--- config.mk ---
export PLATFORM = sky130hd
export DESIGN_NAME = otp_keypad_scanner_flat
export DESIGN_NICKNAME = d
export VERILOG_FILES = /design/src/rtl/otp_keypad_scanner_if.sv /design/src/rtl/otp_keypad_scanner.sv /design/src/flat_wrapper.sv
export SDC_FILE = /design/constraint.sdc
export NUM_CORES = 1
export LEC_CHECK = 0
export CAP_MARGIN = 10
export CORE_ASPECT_RATIO = 0.6
export CORE_MARGIN = 1
export CORE_UTILIZATION = 55
export CTS_CLUSTER_DIAMETER = 30
export DETAILED_ROUTE_END_ITERATION = 12
export HOLD_SLACK_MARGIN = 0.12
export MAX_ROUTING_LAYER = met4
export PLACE_DENSITY = 0.79
export SYNTH_ARGS = -nofsm -noshare
export SYNTH_HDL_FRONTEND = slang
export SYNTH_SLANG_ARGS = --single-unit
--- constraint.sdc ---
create_clock -name clk -period 6.1 [get_ports clk]
set_clock_uncertainty 0.1 [all_clocks]
set_input_delay 1.525 -clock clk [delete_from_list [all_inputs] [get_ports clk]]
set_output_delay 1.525 -clock clk [all_outputs]
set_load 0.02 [all_outputs]
--- src/rtl/otp_keypad_scanner_if.sv ---
`default_nettype none
// =============================================================================
// otp_keypad_scanner_if : digit/key report bus between keypad scanner and OTP FSM
// Revision 1.0
// =============================================================================
interface otp_keypad_scanner_if;
  logic [3:0] user_digit;
  logic       user_latch;
  logic [3:0] key_code;
  logic       key_held;

  modport master (
    output user_digit,
    output user_latch,
    output key_code,
    output key_held
  );

  modport slave (
    input user_digit,
    input user_latch,
    input key_code,
    input key_held
  );
endinterface
`default_nettype wire

--- src/rtl/otp_keypad_scanner.sv ---
`default_nettype none
// =============================================================================
// otp_keypad_scanner : 4x4 active-low keypad scanner, debouncer, digit strobe
// Revision 1.0
// =============================================================================
module otp_keypad_scanner #(
  parameter int unsigned SCAN_DIV        = 50_000,
  parameter int unsigned DEBOUNCE_CYCLES = 1_000_000
) (
  input  wire                  clk,
  input  wire                  reset,
  input  wire                  enable,
  input  wire  [3:0]           col_n,
  output logic [3:0]           row_n,
  otp_keypad_scanner_if.master key_if
);

  localparam int unsigned CNT_MAX = (SCAN_DIV > DEBOUNCE_CYCLES) ? SCAN_DIV : DEBOUNCE_CYCLES;
  localparam int unsigned CW      = $clog2(CNT_MAX + 1);
  localparam logic [CW-1:0] SCAN_LAST = CW'(SCAN_DIV - 1);
  localparam logic [CW-1:0] DB_LAST   = CW'(DEBOUNCE_CYCLES - 1);
  localparam logic [CW-1:0] CNT_ONE   = CW'(1);

  typedef enum logic [1:0] {
    SCAN       = 2'd0,
    PRESS_DB   = 2'd1,
    HELD       = 2'd2,
    RELEASE_DB = 2'd3
  } state_t;

  state_t        state_q, state_d;
  logic [1:0]    idx_q, idx_d;
  logic [CW-1:0] cnt_q, cnt_d;
  logic [3:0]    cap_col_q, cap_col_d;
  logic [3:0]    code_q, code_d;
  logic [3:0]    row_n_q, row_n_d;
  logic [3:0]    user_digit_q, user_digit_d;
  logic          user_latch_q, user_latch_d;
  logic [3:0]    key_code_q, key_code_d;
  logic          key_held_q, key_held_d;
  logic [3:0]    col_meta_q, col_sync_q;

  logic [3:0]    col_low;
  logic          single_low;

  // Map (row, one-hot-low column) onto the keypad legend.
  function automatic logic [3:0] key_lookup(input logic [1:0] row, input logic [3:0] low);
    logic [1:0] col;
    logic [3:0] code;
    col = 2'd0;
    for (int i = 0; i < 4; i++) begin
      if (low[i]) col = 2'(i);
    end
    case ({row, col})
      4'b00_00: code = 4'h1;
      4'b00_01: code = 4'h2;
      4'b00_10: code = 4'h3;
      4'b00_11: code = 4'hA;
      4'b01_00: code = 4'h4;
      4'b01_01: code = 4'h5;
      4'b01_10: code = 4'h6;
      4'b01_11: code = 4'hB;
      4'b10_00: code = 4'h7;
      4'b10_01: code = 4'h8;
      4'b10_10: code = 4'h9;
      4'b10_11: code = 4'hC;
      4'b11_00: code = 4'hE;
      4'b11_01: code = 4'h0;
      4'b11_10: code = 4'hF;
      default:  code = 4'hD;
    endcase
    return code;
  endfunction

  assign col_low    = ~col_sync_q;
  assign single_low = (col_low != 4'd0) && ((col_low & (col_low - 4'd1)) == 4'd0);

  // Columns are asynchronous to clk; pulled-up idle value is all ones.
  always_ff @(posedge clk or negedge reset) begin
    if (!reset) begin
      col_meta_q <= 4'hF;
      col_sync_q <= 4'hF;
    end else begin
      col_meta_q <= col_n;
      col_sync_q <= col_meta_q;
    end
  end

  always_ff @(posedge clk or negedge reset) begin
    if (!reset) begin
      state_q      <= SCAN;
      idx_q        <= 2'd0;
      cnt_q        <= '0;
      cap_col_q    <= 4'hF;
      code_q       <= 4'd0;
      row_n_q      <= 4'b1110;
      user_digit_q <= 4'd0;
      user_latch_q <= 1'b0;
      key_code_q   <= 4'd0;
      key_held_q   <= 1'b0;
    end else begin
      state_q      <= state_d;
      idx_q        <= idx_d;
      cnt_q        <= cnt_d;
      cap_col_q    <= cap_col_d;
      code_q       <= code_d;
      row_n_q      <= row_n_d;
      user_digit_q <= user_digit_d;
      user_latch_q <= user_latch_d;
      key_code_q   <= key_code_d;
      key_held_q   <= key_held_d;
    end
  end

  always_comb begin
    state_d      = state_q;
    idx_d        = idx_q;
    cnt_d        = cnt_q;
    cap_col_d    = cap_col_q;
    code_d       = code_q;
    user_digit_d = user_digit_q;
    user_latch_d = 1'b0;
    key_code_d   = key_code_q;
    key_held_d   = key_held_q;

    if (!enable) begin
      state_d    = SCAN;
      idx_d      = 2'd0;
      cnt_d      = '0;
      key_held_d = 1'b0;
    end else begin
      case (state_q)
        SCAN: begin
          if (cnt_q == SCAN_LAST) begin
            cnt_d = '0;
            if (single_low) begin
              cap_col_d = col_sync_q;
              code_d    = key_lookup(idx_q, col_low);
              state_d   = PRESS_DB;
            end else begin
              idx_d = idx_q + 2'd1;
            end
          end else begin
            cnt_d = cnt_q + CNT_ONE;
          end
        end

        PRESS_DB: begin
          if (col_sync_q != cap_col_q) begin
            state_d = SCAN;
            cnt_d   = '0;
          end else if (cnt_q == DB_LAST) begin
            cnt_d      = '0;
            state_d    = HELD;
            key_held_d = 1'b1;
            key_code_d = code_q;
            // Letters and symbols are reported on key_code only.
            if (code_q <= 4'd9) begin
              user_digit_d = code_q;
              user_latch_d = 1'b1;
            end
          end else begin
            cnt_d = cnt_q + CNT_ONE;
          end
        end

        HELD: begin
          if (col_sync_q == 4'hF) begin
            state_d = RELEASE_DB;
            cnt_d   = '0;
          end
        end

        RELEASE_DB: begin
          if (col_sync_q != 4'hF) begin
            state_d = HELD;
            cnt_d   = '0;
          end else if (cnt_q == DB_LAST) begin
            state_d    = SCAN;
            cnt_d      = '0;
            key_held_d = 1'b0;
            idx_d      = idx_q + 2'd1;
          end else begin
            cnt_d = cnt_q + CNT_ONE;
          end
        end

        default: begin
          state_d = SCAN;
          cnt_d   = '0;
        end
      endcase
    end

    // Row drive follows the next row index so it lines up with the counter.
    row_n_d = enable ? ~(4'b0001 << idx_d) : 4'hF;
  end

  assign row_n             = row_n_q;
  assign key_if.user_digit = user_digit_q;
  assign key_if.user_latch = user_latch_q;
  assign key_if.key_code   = key_code_q;
  assign key_if.key_held   = key_held_q;

endmodule
`default_nettype wire
--- src/flat_wrapper.sv ---
// flat-port wrapper written by rule: the top's interface ports become plain ports
module otp_keypad_scanner_flat 
#(
  parameter int unsigned SCAN_DIV        = 50_000,
  parameter int unsigned DEBOUNCE_CYCLES = 1_000_000
)
  (clk, reset, enable, col_n, row_n, key_if_user_digit, key_if_user_latch, key_if_key_code, key_if_key_held);
  otp_keypad_scanner_if key_if_i ();
  input  wire clk;
  input  wire reset;
  input  wire enable;
  input  wire  [3:0] col_n;
  output logic [3:0] row_n;
  output wire logic [$bits(key_if_i.user_digit)-1:0] key_if_user_digit;
  output wire logic [$bits(key_if_i.user_latch)-1:0] key_if_user_latch;
  output wire logic [$bits(key_if_i.key_code)-1:0] key_if_key_code;
  output wire logic [$bits(key_if_i.key_held)-1:0] key_if_key_held;
  assign key_if_user_digit = key_if_i.user_digit;
  assign key_if_user_latch = key_if_i.user_latch;
  assign key_if_key_code = key_if_i.key_code;
  assign key_if_key_held = key_if_i.key_held;
  otp_keypad_scanner #(.SCAN_DIV(SCAN_DIV), .DEBOUNCE_CYCLES(DEBOUNCE_CYCLES)) u_core (.clk(clk), .reset(reset), .enable(enable), .col_n(col_n), .row_n(row_n), .key_if(key_if_i));
endmodule
Word level (Yosys, flattened, before mapping)
Memories as Yosys holds them, arrays and structs flattened. A register that Yosys moved wholly into a read port is not among the register bits.
Index checks and enable logic that the tools add are counted.
- register bits: 50
- bits in read-only memories: 64
- bits of input ports: 7
- logic and storage cells: 90
- memories kept: 1
- memories (memory ; depth ; width ; rd ports ; clocked after memory_dff ; write ports ; RTL line ; RTL):
    (name not given) ; 16 ; 4 ; 1 ; 1 ; 0 ; otp_keypad_scanner.sv:54 ; case ({row, col})
- add/sub/neg operators: 3
- magnitude comparators: 1
- equal/unequal tests: 18
- shifts and indexed selects: 1
- muxes and demuxes: 41
- bitwise logic cells: 4
- reduce and logical (&&, ||, !) cells: 10
- operators by type and width (operator ; number):
    $mux W20 ; 6
    $pmux W20 S4 ; 1
    $mux W2 ; 19
    $add A20 B1 Y20 const B ; 1
    $eq A20 B16 Y1 const B ; 1
    $eq A20 B20 Y1 const B ; 1
    $ne A3 B2 Y1 const B ; 5
    $reduce_and A5 Y1 ; 3
    $mux W1 ; 11
    $ne A4 B2 Y1 const B ; 2
    $not A4 Y4 ; 2
    $pmux W2 S4 ; 1
    $reduce_and A4 Y1 ; 2
    $ne A3 B3 Y1 const B ; 2
    $and A4 B4 Y4 ; 1
    $eq A2 B2 Y1 const B ; 2
    $eq A4 B4 Y1 const B ; 1
    $le A4 B4 Y1 const B ; 1
    $logic_not A4 Y1 ; 1
    $mux W4 ; 1
    $ne A4 B4 Y1 ; 1
    $ne A4 B4 Y1 const B ; 1
    $pmux W2 S2 ; 1
    $reduce_bool A4 Y1 ; 1
    10 further kinds ; 10

Logic depth before layout (Yosys ltp)
Gate-level depths: netlist of run 1.
- depth after elaboration: 12
- gate-level depth with buffers: 9
- mapped depth without buffers: 8

Least setup slack after synthesis of run 1
No wires, ideal clock.
- path kind: input to register
- start: in enable
- end: reg u_core.cnt_q[11]
- setup time: 121 ps
- data arrival time: 2384 ps
- data required time: 5879 ps
- slack: 3495 ps
- cell stages on the path: 5
- path buffers: 0
- cell sequence: and3_1 > nor3_1 > nand3_1 > xor2_1 > nor2_1
- word-level cells in the longest chain between the ends: 1
- elaborated cells between the ends (all ways): 2
- classes of those cells: eq/ne: 1; mux: 1
- ends and longest elaborated chain (what ; RTL line ; RTL):
    start: declaration ; flat_wrapper.sv:11 ; input wire enable;
    $ne A3 B2 Y1 (no source line) or $mux W20 (tied branches) ; -- ;
    end signal: assignment ; otp_keypad_scanner.sv:104 ; cnt_q <= cnt_d;
    end: declaration ; otp_keypad_scanner.sv:33 ; logic [CW-1:0] cnt_q, cnt_d;
Parallel ways exist; a longest one is shown, timed or not.
A chain may end at the register's enable or synchronous reset.

Worst setup path in the final report of run 1
Ends and elaborated chain as after synthesis.

==> impl_metrics.ini, run 1 <==
[outcome]
status = finished clean

[grt]
grtUsageTotal_pct = 24.9
grt_pass1_vias = 1990
grt_max_degree = 55
grt_pass1_wl_um = 10000
antenna_found_initial = 0
grt.overflow.total = 0

[synthesis]
synth.avg_cell_area_um2 = 9.95
syn_inst = 290
synth_cell_types = 57
synthTopCellsByArea = dfrtp_1, dfstp_2, ha_1
synthFlopType = dfrtp_1
synth_fp_nets = 307
synth_top_cell_by_area = dfrtp_1
synth_top_area_share_pct = 33.8
synth-edff-count = 0
seq_area_frac_synth_pct = 47.5
synth.cell_area_um2 = 2890
async_flop_share_pct = 100
ys_seq_elements = 54
yosysWarnings = 0

[critical_path]
r2r_slack_ns = 3.35
critPathArrivalTime_ns = 3.54
critPathMaxStageDelay_ns = 0.64
critPathTopFamily = simple AND/OR/NAND/NOR gates
worstSetupEndpointType = flop
crit_path_end = u_core.cnt_q[11]$_DFFE_PN0P_
slowest_stage = clkdlybuf4s50_1
crit_cells = 6
cp-startpoint = enable
path_buf_inv = 1
cp-start-kind = input port
crit_required_ns = 6.17
worstReg2RegEnd = u_core.cap_col_q[0]$_DFFE_PN1P_
cp_cell_sequence = clkdlybuf4s50_1 -> and3_1 -> nor3_1 -> nand3_1 -> xor2_1 -> nor2_1
critPathMaxFanout = 15
critical_path_class = in2reg
reg2reg_depth = 5
r2r_start = u_core.cnt_q[17]$_DFFE_PN0P_

[clocking]
clockBufferDepth = 2
worstSkewPairLatency_ns = 0.30
ctsHoldBuffers = 0
postCtsResizedCells = 0
cts_root_buf = clkbuf_8
postCtsSetupRepairBufs = 0
cts_tree = done
cts_buffers = 5
cts_sinks = 54
cts.clk_slew.worst_paths_ns = 0.09
htreeDepth = 2

[timing]
finalHoldViolCount = 0
timing.final.crit_period_ns = 3.46
max_slew.worst_pin.slew_ns = 0.693
finalSetupViolCount = 0
fmax_mhz = 289
fin_crit_sh_pct = 56.8
rsz0062_at_grt = false
whs_ns = 0.259
relSlewSlack_pct = 53.8
fin_setup_tns_ns = 0
drv_slew = 0

[place]
io_buffers = 20
gp_congestion = 0.932
place_area_um2 = 3120
post-dp-hpwl_um = 4320

[hold_path]
worstHoldStart = u_core.col_meta_q[0]$_DFF_PN1_
min_path_type = reg2reg

[routing]
antenna_left = 0
drtIter0Drc = 257
drt_first_pass_iters = 5
num_vias = 2175
post_drt_wl_per_cell_um = 15.6
via_per_inst = 5.85
drc = 0
finalWirelength_um = 5820

[finish]
mostFrequentLayoutCell = dfrtp_1
insertedDiodeCount = 0
final_cell_mix = dfrtp_1, nand2_1, nor2_1
nNetsFinal = 325
area_growth_pct = 11.4
final_area_um2 = 3210
drive_gt1_share_pct = 12.6

[floorplan]
rows = 19
start_util_pct = 60.1
die_h_um = 58.1
core-area_um2 = 4800
die-width_um = 95.5
die-area_um2 = 5550
io_pins = 21

[power]
swShare_pct = 28.4
pwr-share-clk_pct = 28.4
power-per-cell-area_nw_per_um2 = 225
cellLeakagePower_nw = 1.34
switching_power_mw = 0.205
pwr-share-comb_pct = 17.2
p_int_mw = 0.517
seqPwrFrac_pct = 54.4
ir_drop_uv = 159

[job]
max-cap-violations = 0
cells in the mapped netlist (4+ instances only):
master	count
ha_1	10
and3_1	5
a211oi_1	4
dfstp_2	15
buf_2	5
o21ai_0	11
nor3_1	7
clkbuf_1	4
xnor2_1	6
inv_1	17
dfrtp_1	39
nand3_1	12
nand4_1	5
a31oi_1	6
o21ai_1	5
nand2_1	31
mux2_2	4
xor2_1	13
a21oi_1	9
nor2_1	27
sequential cells by signal (all words and copies together), names as in the netlist, 4 cells and up:
signal and flops:
u_core.key_if.user_digit 4, u_core.cap_col_q 4, u_core.code_q 4, u_core.col_meta_q 4
u_core.key_if.key_code 4, u_core.row_n 4, u_core.cnt_q 20, u_core.col_sync_q 4
logic make-up (layout without fill, tap and decap cells):
kind of cell	count (synthesis)	count (layout)	share of synthesized area, %
and+or+nand+nor	118	118	22.2
AOI/OAI and AO/OA	56	56	14.2
DFF	54	54	47.5
buffers and inverters	27	46	3.73
xor gates and xnor gates	19	19	5.77
adders and majority gates	10	10	4.33
muxes	6	6	2.25
how the worst min path moves through the flow:
stage / end / cells past startpoint
after global placement: u_core.col_sync_q[0]$_DFF_PN1_ / 0
after detailed placement: u_core.col_sync_q[0]$_DFF_PN1_ / 0
after floorplan: u_core.col_sync_q[0]$_DFF_PN1_ / 0
after global routing: u_core.col_sync_q[0]$_DFF_PN1_ / 0
final: u_core.col_sync_q[0]$_DFF_PN1_ / 0
after CTS: u_core.col_sync_q[0]$_DFF_PN1_ / 0
through the flow:
step	setup slack [ns]	util, %	std cells	power (mW)
after floorplan	3.50	-	290	0.483
after global placement	2.48	65.1	364	0.518
after detailed placement	2.35	65.1	364	0.522
after CTS	2.68	66.9	372	0.725
after global routing	2.46	66.9	372	0.756
final	2.64	66.9	372	0.722
routing by layer:
layer  routed length, um  up-vias  global-route usage, %
met4                  55        0                   5.97
met2                2250       80                   31.0
met1                3080     1026                   39.8
li1                    -     1060                      -
met5                   0        -                      -
met3                 424        9                   5.64
layout make-up:
cell class | count | area (um2)
Timing Repair Buffer | 21 | 203
Inverter | 17 | 63.8
Clock buffer | 8 | 90.1
Fill cell | 384 | 1590
Multi-Input combinational cell | 209 | 1410
Sequential cell | 54 | 1370
Tap cell | 63 | 78.8
power by group through the flow:
| stage | registers, mW | logic (mW) | clock network [mW] |
|---|---|---|---|
| 2_1_floorplan | 0.397 | 0.0854 | 0 |
| 6_report | 0.393 | 0.124 | 0.205 |
| 3_5_place_dp | 0.399 | 0.123 | 0 |
| 4_1_cts | 0.393 | 0.124 | 0.209 |
| 3_3_place_gp | 0.399 | 0.119 | 0 |
| 5_1_grt | 0.395 | 0.138 | 0.223 |
worst reg2reg max path: cells and delay by family (launching register included):
family	cells	cell delay [ns]
AND/OR/NAND/NOR	4	1.71
flip-flops	1	0.44
multiplexers	1	0.44
No activity file was read; power rests on OpenSTA's default activity.
==> inputs of run 2 (changes only) <==
- clock period: 6.1 -> 3.6 ns (I/O delays scaled with it)
==> impl_metrics.ini, run 2 (same netlist as run 1, synthesis figures left out) <==
[outcome]
status = finished clean

[finish]
nNetsFinal = 325
insertedDiodeCount = 0
largest_reg_flops = 20
drive_gt1_share_pct = 13.3
top_register = u_core.cnt_q
area_growth_pct = 12.0
mostFrequentLayoutCell = dfrtp_1
final_area_um2 = 3230
final_cell_mix = dfrtp_1, nand2_1, nor2_1

[routing]
drt_first_pass_iters = 4
finalWirelength_um = 5670
via_per_inst = 5.81
antenna_left = 0
drtIter0Drc = 153
post_drt_wl_per_cell_um = 15.2
drc = 0
num_vias = 2161

[timing]
rsz0062_at_grt = false
max_slew.worst_pin.slew_ns = 1.04
drv_slew = 0
timing.final.crit_period_ns = 2.79
fin_setup_tns_ns = 0
fin_ws_ns = 0.811
finalHoldViolCount = 0
finalSetupViolCount = 0
fmax_mhz = 358
fin_crit_sh_pct = 77.5
relSlewSlack_pct = 30.5

[floorplan]
core-area_um2 = 4800
rows = 19
io_pins = 21
die-area_um2 = 5550
die-width_um = 95.5
start_util_pct = 60.1
die_h_um = 58.1

[clocking]
cts_buffers = 5
htreeDepth = 2
worstSkewPairLatency_ns = 0.31
cts_sinks = 54
postCtsResizedCells = 0
clockBufferDepth = 2
ctsHoldBuffers = 0
cts_tree = done
cts.clk_slew.worst_paths_ns = 0.09
cts_root_buf = clkbuf_8
postCtsSetupRepairBufs = 0

[power]
finalPower_mw = 1.28
power-per-cell-area_nw_per_um2 = 396
ir_drop_uv = 282
cellLeakagePower_nw = 1.35

[grt]
grt_max_degree = 49
grtUsageTotal_pct = 24.1
grt.overflow.total = 0
antenna_found_initial = 0
grt_pass1_wl_um = 9690
grt_pass1_vias = 1934

[critical_path]
crit_required_ns = 3.68
critical_path_class = in2reg
critPathMaxFanout = 15
cp-start-kind = input port
worstSetupEndpointType = flop
critPathArrivalTime_ns = 2.87

[place]
gp_congestion = 0.943
io_buffers = 20
dp_worst_setup_slack_ns = 0.494
post-dp-hpwl_um = 4160
place_area_um2 = 3120

[job]
max-cap-violations = 0

[hold_path]
min_path_type = reg2reg
run 2: cell types whose count changed in the layout (fill, tap and decap cells not counted):
cell | before | now
bufinv_16 | 0 | 1
clkbuf_8 | 6 | 5
clkinv_2 | 0 | 2
clkbuf_1 | 2 | 0
run 2: worst paths after layout:
check | from | to | slack, ns | depth (start not counted)
max in group asynchronous | reset | u_core.cap_col_q[1]$_DFFE_PN1P_ | 1.95 | 2
worst min register to register | u_core.col_meta_q[2]$_DFF_PN1_ | u_core.col_sync_q[2]$_DFF_PN1_ | 0.26 | 0
min in group asynchronous | reset | u_core.code_q[1]$_DFFE_PN0P_ | 0.67 | 1
worst max-delay path | enable | u_core.cnt_q[11]$_DFFE_PN0P_ | 0.81 | 6
worst max register to register | u_core.cnt_q[17]$_DFFE_PN0P_ | u_core.cap_col_q[1]$_DFFE_PN1P_ | 0.83 | 5
worst min-delay path | u_core.col_meta_q[2]$_DFF_PN1_ | u_core.col_sync_q[2]$_DFF_PN1_ | 0.26 | 0
run 2: routing by layer:
layer,wire [um],up-vias,track usage (%)
met3,366,9,4.99
li1,-,1056,-
met4,57,0,5.12
met5,0,-,-
met1,3120,1035,39.0
met2,2120,61,30.1
run 2: power breakdown:
part	switching, mW	leakage, nW	internal [mW]
Combinational	0.127	0.593	0.0820
Clock	0.199	0.0579	0.205
Sequential	0.0303	0.697	0.636
Total	0.357	1.35	0.923
run 2: worst max-delay path, stage by stage:
cell and delay, ns:
clkdlybuf4s50_1 0.65, and3_1 0.46, nor3_1 0.48, nand3_1 0.16, xor2_1 0.16, nor2_1 0.05
run 2: area by class of cell:
| cell class | count | area [um2] |
|---|---|---|
| clock inverter | 3 | 40.0 |
| inverter | 17 | 63.8 |
| timing repair buffer | 21 | 203 |
| fill | 372 | 1570 |
| tap | 63 | 78.8 |
| multi-input combinational | 209 | 1410 |
| sequential | 54 | 1370 |
| clock buffer | 5 | 68.8 |
run 2: per-stage QoR:
stage                     std cells  utilization (%)  hold slack [ns]
after floorplan                 290                -            0.245
after global placement          364             65.1            0.246
after detailed placement        364             65.1            0.247
after CTS                       372             67.3            0.261
after global routing            372             67.3            0.263
final                           372             67.3            0.260
